**config.mk**
```make
export PLATFORM = sky130hd
export DESIGN_NAME = ladybird_uart_tx
export DESIGN_NICKNAME = d
export VERILOG_FILES = /design/src/rtl/ladybird_uart_pkg.sv /design/src/rtl/ladybird_uart_baud.sv /design/src/rtl/ladybird_uart_tx.sv
export SDC_FILE = /design/constraint.sdc
export NUM_CORES = 1
export LEC_CHECK = 0
export ABC_CLOCK_PERIOD_IN_PS = 2750
export CAP_MARGIN = 30
export CORE_MARGIN = 5
export CORE_UTILIZATION = 58
export CTS_BUF_LIST = sky130_fd_sc_hd__clkbuf_8
export DETAILED_ROUTE_END_ITERATION = 16
export GPL_ROUTABILITY_DRIVEN = 0
export HOLD_SLACK_MARGIN = 0.03
export PLACE_DENSITY = 0.85
export SYNTH_ARGS = -nofsm -noshare
export SYNTH_HDL_FRONTEND = slang
export SYNTH_SLANG_ARGS = --single-unit
```
**constraint.sdc**
```tcl
create_clock -name clk -period 2.75 [get_ports clk]
set_input_delay 0.55 -clock clk [delete_from_list [all_inputs] [get_ports clk]]
set_output_delay 0.55 -clock clk [all_outputs]
set_load 0.005 [all_outputs]
```
**src/rtl/ladybird_uart_pkg.sv**
```systemverilog
// Shared types and constants for the ladybird console UART (transmitter now, receiver later).
package ladybird_uart_pkg;

  typedef enum logic [1:0] {
    IDLE  = 2'd0,
    START = 2'd1,
    DATA  = 2'd2,
    STOP  = 2'd3
  } uart_state_t;

  // 115200 baud from a 100 MHz core clock.
  localparam int DEFAULT_CLKS_PER_BIT = 868;

  // Counter width for a value range 0..n-1, never narrower than one bit.
  function automatic int cnt_width(input int n);
    return (n > 1) ? $clog2(n) : 1;
  endfunction

endpackage

```
**src/rtl/ladybird_uart_baud.sv**
```systemverilog
// Reloadable bit-time down-counter; tick is high while the count sits at zero.
// A load restarts a full bit period, the count then holds at zero until the next load.
module ladybird_uart_baud
  import ladybird_uart_pkg::*;
#(
  parameter int CLKS_PER_BIT = DEFAULT_CLKS_PER_BIT
) (
  input  logic clk,
  input  logic anrst,
  input  logic nrst,
  input  logic load,
  output logic tick
);

  localparam int                CNT_W  = cnt_width(CLKS_PER_BIT);
  localparam logic [CNT_W-1:0]  RELOAD = CNT_W'(CLKS_PER_BIT - 1);

  logic [CNT_W-1:0] r_cnt;

  always_ff @(posedge clk or negedge anrst) begin
    if (!anrst) begin
      r_cnt <= '0;
    end else if (!nrst) begin
      r_cnt <= '0;
    end else if (load) begin
      r_cnt <= RELOAD;
    end else if (r_cnt != '0) begin
      r_cnt <= r_cnt - CNT_W'(1);
    end
  end

  assign tick = (r_cnt == '0);

endmodule

```
**src/rtl/ladybird_uart_tx.sv**
```systemverilog
// UART transmitter: drains a valid/ready byte stream onto txd as start, DATA_W bits LSB first, stop bit(s).
// txd is registered; s_ready opens only in IDLE or the last cycle of the final stop bit.
module ladybird_uart_tx
  import ladybird_uart_pkg::*;
#(
  parameter int CLKS_PER_BIT = DEFAULT_CLKS_PER_BIT,
  parameter int DATA_W       = 8,
  parameter int STOP_BITS    = 1
) (
  input  logic              clk,
  input  logic              anrst,
  input  logic              nrst,
  input  logic [DATA_W-1:0] s_data,
  input  logic              s_valid,
  output logic              s_ready,
  output logic              txd,
  output logic              busy
);

  localparam int               BIT_W     = cnt_width(DATA_W);
  localparam logic [BIT_W-1:0] LAST_BIT  = BIT_W'(DATA_W - 1);
  localparam logic             LAST_STOP = 1'(STOP_BITS - 1);

  uart_state_t       r_state;
  uart_state_t       w_state_nxt;
  logic [DATA_W-1:0] r_shift;
  logic [DATA_W-1:0] w_shift_nxt;
  logic [BIT_W-1:0]  r_bit_cnt;
  logic [BIT_W-1:0]  w_bit_cnt_nxt;
  logic              r_stop_cnt;
  logic              w_stop_cnt_nxt;
  logic              r_txd;
  logic              w_txd_nxt;
  logic              w_tick;
  logic              w_load;
  logic              w_final_stop;
  logic              w_accept;

  ladybird_uart_baud #(
    .CLKS_PER_BIT(CLKS_PER_BIT)
  ) u_baud (
    .clk   (clk),
    .anrst (anrst),
    .nrst  (nrst),
    .load  (w_load),
    .tick  (w_tick)
  );

  // Opening the handshake in the last stop cycle lets frames run back to back.
  assign w_final_stop = (r_state == STOP) && (r_stop_cnt == LAST_STOP) && w_tick;
  assign s_ready      = anrst & nrst & ((r_state == IDLE) | w_final_stop);
  assign w_accept     = s_valid & s_ready;

  always_comb begin
    w_state_nxt    = r_state;
    w_shift_nxt    = r_shift;
    w_bit_cnt_nxt  = r_bit_cnt;
    w_stop_cnt_nxt = r_stop_cnt;
    w_load         = 1'b0;

    case (r_state)
      IDLE: begin
      end
      START: begin
        if (w_tick) begin
          w_state_nxt   = DATA;
          w_bit_cnt_nxt = '0;
          w_load        = 1'b1;
        end
      end
      DATA: begin
        if (w_tick) begin
          w_shift_nxt   = r_shift >> 1;
          w_bit_cnt_nxt = r_bit_cnt + BIT_W'(1);
          w_load        = 1'b1;
          if (r_bit_cnt == LAST_BIT) begin
            w_state_nxt    = STOP;
            w_stop_cnt_nxt = 1'b0;
          end
        end
      end
      STOP: begin
        if (w_tick) begin
          if (r_stop_cnt != LAST_STOP) begin
            w_stop_cnt_nxt = r_stop_cnt + 1'b1;
            w_load         = 1'b1;
          end else begin
            w_state_nxt = IDLE;
          end
        end
      end
      default: begin
        w_state_nxt = IDLE;
      end
    endcase

    if (w_accept) begin
      w_state_nxt = START;
      w_shift_nxt = s_data;
      w_load      = 1'b1;
    end

    // The line level is derived from the next state so txd changes on the same edge as the FSM.
    case (w_state_nxt)
      START:   w_txd_nxt = 1'b0;
      DATA:    w_txd_nxt = w_shift_nxt[0];
      default: w_txd_nxt = 1'b1;
    endcase
  end

  always_ff @(posedge clk or negedge anrst) begin
    if (!anrst) begin
      r_state    <= IDLE;
      r_shift    <= '0;
      r_bit_cnt  <= '0;
      r_stop_cnt <= 1'b0;
      r_txd      <= 1'b1;
    end else if (!nrst) begin
      r_state    <= IDLE;
      r_shift    <= '0;
      r_bit_cnt  <= '0;
      r_stop_cnt <= 1'b0;
      r_txd      <= 1'b1;
    end else begin
      r_state    <= w_state_nxt;
      r_shift    <= w_shift_nxt;
      r_bit_cnt  <= w_bit_cnt_nxt;
      r_stop_cnt <= w_stop_cnt_nxt;
      r_txd      <= w_txd_nxt;
    end
  end

  assign txd  = r_txd;
  assign busy = (r_state != IDLE);

endmodule

```
==> impl_summary.txt, run 1 <==
----------------------------------------------------
[Global routing]
  Number of antenna violations at the first check in global routing ... 0
  Pin count of the biggest net entering global routing ... 25
  Global-route wire length before repair ... 5720 µm
  Via count of the first global-routing pass ... 1250
  GRT Total Usage ... between 20% and 30%
  Overall overflow remaining after global route ... 0

[Clock tree]
  CTS H-Tree Depth ... 1
  Root buf cell ... sky130_fd_sc_hd__clkbuf_8
  Register clock-pin slew on the reported worst setup and hold paths ... around 0.090 ns
  Insertion delay of the later-clocked pin in the worst-skew pair ... 0.27 ns
  Max Root-Sink Buffers ... 2
  CTS tree ... built
  Number of buffers inserted for hold repair after clock tree synthesis ... 0
  Number of buffers created by CTS ... 3
  Sink Count ... 24
  Post-CTS setup-driven buffer insertion count ... 0
  Resized cells post-CTS ... 0

[STA]
  Final hold violations ... 0
  Highest achievable clock rate ... 0.379 GHz
  Tightest Pin Transition ... 0.576 ns
  Share of the cycle needed by the critical path after routing ... 96.1%
  Final-report setup violation count ... 0
  Minimum clock period ... 2.64 ns
  Accumulated negative setup slack ... 0 ns
  Final max-slew violation count ... 0
  Max transition margin ... roughly 60%
  Max Clock Skew ... just under 0.004 ns
  Unrepaired setup endpoints after global routing ... no

[Cells and area]
  Layout-stage area growth over the synthesis result ... 17.2%
  Fraction of layout instances using a drive strength above 1 ... 9.83%
  Sequential cell area in the final layout ... 602 µm²
  Area of the multi-input gates ... 801 µm²
  Layout filler cell count ... 184
  Most common cell after layout, fill and taps aside ... sky130_fd_sc_hd__dfrtp_1
  Antenna Cells ... 0
  Leading cell types in the layout, fill and taps excluded ... 23 x sky130_fd_sc_hd__dfrtp_1, 17 x sky130_fd_sc_hd__nor2_1, 14 x sky130_fd_sc_hd__clkdlybuf4s50_1
  Final cell count without fillers ... 203
  Net total in the final layout ... between 150 and 200

[Placement]
  Number of placed instances with taps included ... 199
  Half-perimeter wire length of the detailed placement result ... 2380 µm
  Port buffer count ... 14

[Detailed routing]
  Violation count after the first detailed-routing iteration ... 75
  Max layer used ... met4
  Total via count after detailed routing ... 1298
  Final antenna-violating net count ... 0
  Per-cell via count in the routed design ... 6.39
  Length of routed wiring on met1 ... between 1000 and 1500 µm
  Met2 WL post-DR ... 1700 µm
  Met3 WL ... roughly 190 µm
  Total DRC errors in the routed layout ... 0
  Routed wirelength normalized by instance count ... 16.5 µm
  Pre-Repair DR Iteration Count ... 4
  Routed Wire Length ... 3340 µm

[Worst setup path]
  Worst-path maximum fanout ... 4
  Category of the critical setup timing path ... reg -> out
  Required time of the critical path ... 2.20 ns
  Data arrival time of the critical path ... roughly 2.1 ns
  Number of cells on the worst reg-to-reg path ... 7
  Endpoint type of the worst setup path ... output pin
  Kind of launch point of the worst setup path ... flip-flop

[Pwr]
  Leakage dissipation ... 0.725 nW
  Maximum vdd drop ... around 0.79 mV
  Power density over cell area ... 848 nW/µm²

[Floorplanning]
  Die boundary width ... ~60 µm
  Standard-cell row count ... 18
  Top Ports ... 15
  Initial cell density of the core ... between 50% and 60%
  Die Height ... 60.2 µm
  Core region area ... ~2400 µm²
  Area of the die ... 3620 µm²

[Synth]
  Area of the mapped netlist ... between 1000 and 1500 µm²
  Fraction of post-synthesis cell area in the top cell type by area ... 39.5%
  Sequential element share of the synthesized area ... 41.3%
  Mean instance size in the synthesized netlist ... 9.41 µm²
  Ys Warns ... 0
  Largest cells by area after synthesis ... sky130_fd_sc_hd__dfrtp_1 39%, sky130_fd_sc_hd__ha_1 7.7%, sky130_fd_sc_hd__nor2_1 4.4%
  Number of distinct library cell variants in the gate-level netlist after synthesis ... 40
  Cells after Synth ... 155
  Synthesized Nets ... 176
  Flop and latch count out of synthesis ... 24
  Cell type contributing the most total cell area after synthesis ... sky130_fd_sc_hd__dfrtp_1

[Outcome]
  Run status ... finished clean

[Min path]
  Hold WC Path Type ... reg -> reg
  Worst Hold Depth ... 2

[Job]
  Max-cap viol count ... 0

----------------------------------------------------
-- flip-flops by register name (all words and copies together), names as in the netlist --
name / flops
r_bit_cnt: 3
u_baud.r_cnt: 10
txd: 1
r_shift: 8
r_state: 2
-- critical path, stage by stage, from the launching register on --
cell,delay [ns]
sky130_fd_sc_hd__dfrtp_1,0.40
sky130_fd_sc_hd__inv_1,0.11
sky130_fd_sc_hd__ha_1,0.17
sky130_fd_sc_hd__nor4b_4,0.23
sky130_fd_sc_hd__a41oi_1,0.24
sky130_fd_sc_hd__nor2_1,0.15
sky130_fd_sc_hd__clkdlybuf4s50_1,0.51
-- stage by stage --
| step | worst slack [ns] | utilization (%) | power (W) | hold WS [ns] | area (µm²) |
|---|---|---|---|---|---|
| floorplan | 0.647 | - | 0.000990 | 0.254 | 1460 |
| global placement | 0.443 | 68.1 | 0.00116 | 0.527 | 1660 |
| detailed placement | 0.412 | 68.1 | 0.00119 | 0.530 | 1660 |
| CTS | 0.124 | 70.3 | 0.00144 | 0.542 | 1710 |
| global route | 0.0102 | 70.3 | 0.00154 | 0.575 | 1710 |
| finish | 0.109 | 70.3 | 0.00145 | 0.542 | 1710 |
-- synth_stat cells, drive strengths merged --
| cell type | instances |
|---|---|
| or3b | 2 |
| nor4b | 1 |
| clkinv | 1 |
| a41oi | 1 |
| xnor2 | 3 |
| a211oi | 1 |
| nand2 | 11 |
| o21a | 1 |
| or2 | 1 |
| a21oi | 11 |
| or4 | 2 |
| o21ai | 9 |
| nor4 | 3 |
| nand2b | 2 |
| buf | 3 |
| dfstp | 1 |
| a31oi | 1 |
| clkbuf | 3 |
| mux2 | 1 |
| nand4 | 1 |
| nor3 | 5 |
| o21bai | 1 |
| nand3 | 12 |
| nand3b | 1 |
| or3 | 1 |
| or4b | 1 |
| o41ai | 2 |
| a21o | 2 |
| ha | 9 |
| a31o | 1 |
| a311oi | 7 |
| dfrtp | 23 |
| o31ai | 4 |
| nor2 | 17 |
| inv | 7 |
| nor3b | 2 |
| xor2 | 1 |
-- worst paths after layout --
path	endpoint	from	slack, ns
max	s_ready	u_baud.r_cnt[0]$_DFFE_PN0P_	0.11
min	r_shift[7]$_DFFE_PN0P_	r_shift[7]$_DFFE_PN0P_	0.54
max reg2reg	r_shift[6]$_DFFE_PN0P_	u_baud.r_cnt[0]$_DFFE_PN0P_	0.37
min reg2reg	r_shift[7]$_DFFE_PN0P_	r_shift[7]$_DFFE_PN0P_	0.54
max in group asynchronous	txd$_DFF_PN1_	anrst	1.78
min in group asynchronous	u_baud.r_cnt[1]$_DFFE_PN0P_	anrst	0.69
-- cell type report --
cell class                 instances  share of cell area, %
multi-input combinational        117                   46.8
sequential                        24                   35.2
timing repair buffer              20                   10.8
clock buffer                       4                   3.22
tap                               30                   2.19
inverter                           8                   1.76
-- where the power goes --
group / switching [W] / internal (W) / total (W)
Combinational: 0.000363 / 0.000314 / 0.000677
Clock: 0.000119 / 0.000128 / 0.000247
Sequential: 0.000106 / 0.000421 / 0.000527
-- layer usage --
layer	up-vias	GRT usage (%)
met5	-	0
met4	0	9.18
li1	608	-
met1	630	28.9
met2	56	33.8
met3	4	1.73
-- logic make-up (layout without fill, tap and decap cells) --
logic type / count (synthesis) / in the layout / synth area share (%)
and+or+nand+nor: 62 / 62 / 25.2
AOI/OAI and AO/OA: 41 / 41 / 18.5
DFF: 24 / 24 / 41.3
buffers and inverters: 14 / 32 / 3.86
adders and majority gates: 9 / 9 / 7.72
xor gates and xnor gates: 4 / 4 / 2.40
muxes: 1 / 1 / 1.03
Power figures use the tool's default switching activity.
==> run 2: changes to the inputs <==
--- a/config.mk
+++ b/config.mk
@@ -8,12 +8,12 @@
 export ABC_CLOCK_PERIOD_IN_PS = 2750
 export CAP_MARGIN = 30
 export CORE_MARGIN = 5
-export CORE_UTILIZATION = 58
-export CTS_BUF_LIST = sky130_fd_sc_hd__clkbuf_8
+export CORE_UTILIZATION = 56
+export CTS_BUF_LIST = sky130_fd_sc_hd__clkbuf_8 sky130_fd_sc_hd__clkbuf_16
 export DETAILED_ROUTE_END_ITERATION = 16
 export GPL_ROUTABILITY_DRIVEN = 0
 export HOLD_SLACK_MARGIN = 0.03
-export PLACE_DENSITY = 0.85
+export PLACE_DENSITY = 0.83
 export SYNTH_ARGS = -nofsm -noshare
 export SYNTH_HDL_FRONTEND = slang
 export SYNTH_SLANG_ARGS = --single-unit
==> impl_summary.txt, run 2 (synthesis gave the netlist of run 1 again) <==
----------------------------------------------------
[Outcome]
  Run status ... finished clean

[Detailed routing]
  Total DRC errors in the routed layout ... 0 (unchanged)
  Violation count after the first detailed-routing iteration ... 65 (-13%)
  Routed Wire Length ... 3530 µm (+5.6%)
  Pre-Repair DR Iteration Count ... 4 (unchanged)
  Final antenna-violating net count ... 0 (unchanged)
  Routed wirelength normalized by instance count ... 17.1 µm (+4.1%)
  Per-cell via count in the routed design ... 6.38 (-0.24%)
  Total via count after detailed routing ... 1314 (+1.2%)

[Cells and area]
  Antenna Cells ... 0 (unchanged)
  Most common cell after layout, fill and taps aside ... sky130_fd_sc_hd__dfrtp_1
  Layout-stage area growth over the synthesis result ... 19.5%
  Fraction of layout instances using a drive strength above 1 ... 13.1% (+3.2 points)
  Net total in the final layout ... 198 (+1.5%)
  Leading cell types in the layout, fill and taps excluded ... 23 x sky130_fd_sc_hd__dfrtp_1, 17 x sky130_fd_sc_hd__nor2_1, 14 x sky130_fd_sc_hd__clkdlybuf4s50_1
  Share of the core filled with cells ... 70.4% (about the same)
  Register with the highest flop count ... u_baud.r_cnt
  Largest registers ... u_baud.r_cnt (10), r_shift (8), r_bit_cnt (3)
  Number of flip-flops under the largest register name ... 10 (unchanged)

[STA]
  Share of the cycle needed by the critical path after routing ... 97.4% (+1.4 points)
  Max transition margin ... 63.9% (+2.4 points)
  Crit path setup slack, layout ... 0.0701 ns (-0.0384 ns)
  Final max-slew violation count ... 0 (unchanged)
  Minimum clock period ... 2.68 ns (+0.0384 ns)
  Highest achievable clock rate ... 0.373 GHz (-1.4%)
  Final-report setup violation count ... 0 (unchanged)
  Accumulated negative setup slack ... 0 ns (unchanged)
  Tightest Pin Transition ... 0.542 ns (-0.0341 ns)
  Max Clock Skew ... 0.00256 ns (-0.00133 ns)
  Final hold violations ... 0 (unchanged)

[Worst setup path]
  Data arrival time of the critical path ... 2.13 ns (+0.04 ns)
  Worst-path maximum fanout ... 4 (unchanged)
  Kind of launch point of the worst setup path ... flip-flop
  Required time of the critical path ... 2.20 ns (about the same)
  Endpoint type of the worst setup path ... output pin
  Category of the critical setup timing path ... reg -> out

[Global routing]
  Via count of the first global-routing pass ... 1302 (+4.2%)
  Number of antenna violations at the first check in global routing ... 0 (unchanged)
  Overall overflow remaining after global route ... 0 (unchanged)
  GRT Total Usage ... 21.7% (+0.61 points)
  Pin count of the biggest net entering global routing ... 25 (unchanged)
  Global-route wire length before repair ... 6020 µm (+5.3%)

[Floorplanning]
  Die boundary width ... 61.0 µm (+1.5%)
  Core region area ... 2480 µm² (+1.9%)
  Standard-cell row count ... 18 (unchanged)
  Top Ports ... 15 (unchanged)
  Area of the die ... 3730 µm² (+3.0%)
  Initial cell density of the core ... 58.9% (-1.1 points)
  Die Height ... 61.0 µm (+1.5%)

[Placement]
  Worst slack at placement ... 0.318 ns (-0.0931 ns)
  Half-perimeter wire length of the detailed placement result ... 2440 µm (+2.8%)
  Port buffer count ... 14 (unchanged)

[Clock tree]
  Number of buffers created by CTS ... 3 (unchanged)
  Insertion delay of the later-clocked pin in the worst-skew pair ... 0.26 ns (about the same)
  Max Root-Sink Buffers ... 2 (unchanged)
  CTS tree ... built
  Register clock-pin slew on the reported worst setup and hold paths ... 0.09 ns (about the same)
  CTS H-Tree Depth ... 1 (unchanged)
  Number of buffers inserted for hold repair after clock tree synthesis ... 0 (unchanged)
  Sink Count ... 24 (unchanged)
  Root buf cell ... sky130_fd_sc_hd__clkbuf_8

[Pwr]
  Leakage dissipation ... 0.739 nW (+1.9%)
  Power density over cell area ... 870 nW/µm² (+2.5%)
  Maximum vdd drop ... 0.844 mV (+6.5%)

[Job]
  Max-cap viol count ... 0 (unchanged)

[Min path]
  Hold WC Path Type ... reg -> reg

----------------------------------------------------
==> run 2: final timing paths <==
path | from | end | slack, ns | cells past startpoint
hold / removal | r_shift[5]$_DFFE_PN0P_ | r_shift[5]$_DFFE_PN0P_ | 0.56 | 2
min in group asynchronous | anrst | u_baud.r_cnt[0]$_DFFE_PN0P_ | 0.67 | 2
max in group asynchronous | anrst | txd$_DFF_PN1_ | 1.79 | 2
hold reg to reg | r_shift[5]$_DFFE_PN0P_ | r_shift[5]$_DFFE_PN0P_ | 0.56 | 2
setup reg to reg | u_baud.r_cnt[1]$_DFFE_PN0P_ | txd$_DFF_PN1_ | 0.11 | 9
setup / recovery | u_baud.r_cnt[1]$_DFFE_PN0P_ | s_ready | 0.07 | 6
==> run 2: what timing repair did <==
item                                    4_1_cts  5_1_grt
setup buffers                                 0        1
endpoints found under the setup margin        0        1
endpoints found under the hold margin         0        0
resized for setup                             0        3
==> run 2: final cells by class <==
class	count	area (µm²)
repair buffers	23	208
clock buffers	4	55.1
well taps	30	37.5
fillers	180	734
multi-input cells	117	811
flip-flops and latches	24	602
inverters	8	30.0
==> run 2: stage by stage <==
| stage | cells | hold WS, ns | area (µm²) | power (W) |
|---|---|---|---|---|
| 2_1_floorplan | 155 | 0.254 | 1460 | 0.000990 |
| 3_3_place_gp | 201 | 0.527 | 1670 | 0.00119 |
| 3_5_place_dp | 201 | 0.543 | 1670 | 0.00122 |
| 4_1_cts | 205 | 0.554 | 1730 | 0.00147 |
| 5_1_grt | 206 | 0.572 | 1740 | 0.00161 |
| 6_report | 206 | 0.558 | 1740 | 0.00152 |
==> run 2: routing by layer <==
metal  GRT usage (%)  up-vias  share of wire [%]
met5               0        -                  0
met4            9.60        0                2.2
met3            3.98       10                5.7
met2            35.0       67                 49
met1            28.4      625                 43
li1                -      612                  -
==> run 2: where the power goes <==
part | internal [W] | switching [W]
Clock | 0.000128 | 0.000113
Combinational | 0.000352 | 0.000388
Sequential | 0.000421 | 0.000114
Total | 0.000901 | 0.000615
==> run 2: critical path, stage by stage (launching register included) <==
cell and delay [ns]:
sky130_fd_sc_hd__dfrtp_1 0.42, sky130_fd_sc_hd__inv_1 0.11, sky130_fd_sc_hd__ha_2 0.21, sky130_fd_sc_hd__nor4b_4 0.27
sky130_fd_sc_hd__a41oi_2 0.21, sky130_fd_sc_hd__nor2_1 0.13, sky130_fd_sc_hd__clkdlybuf4s50_1 0.51
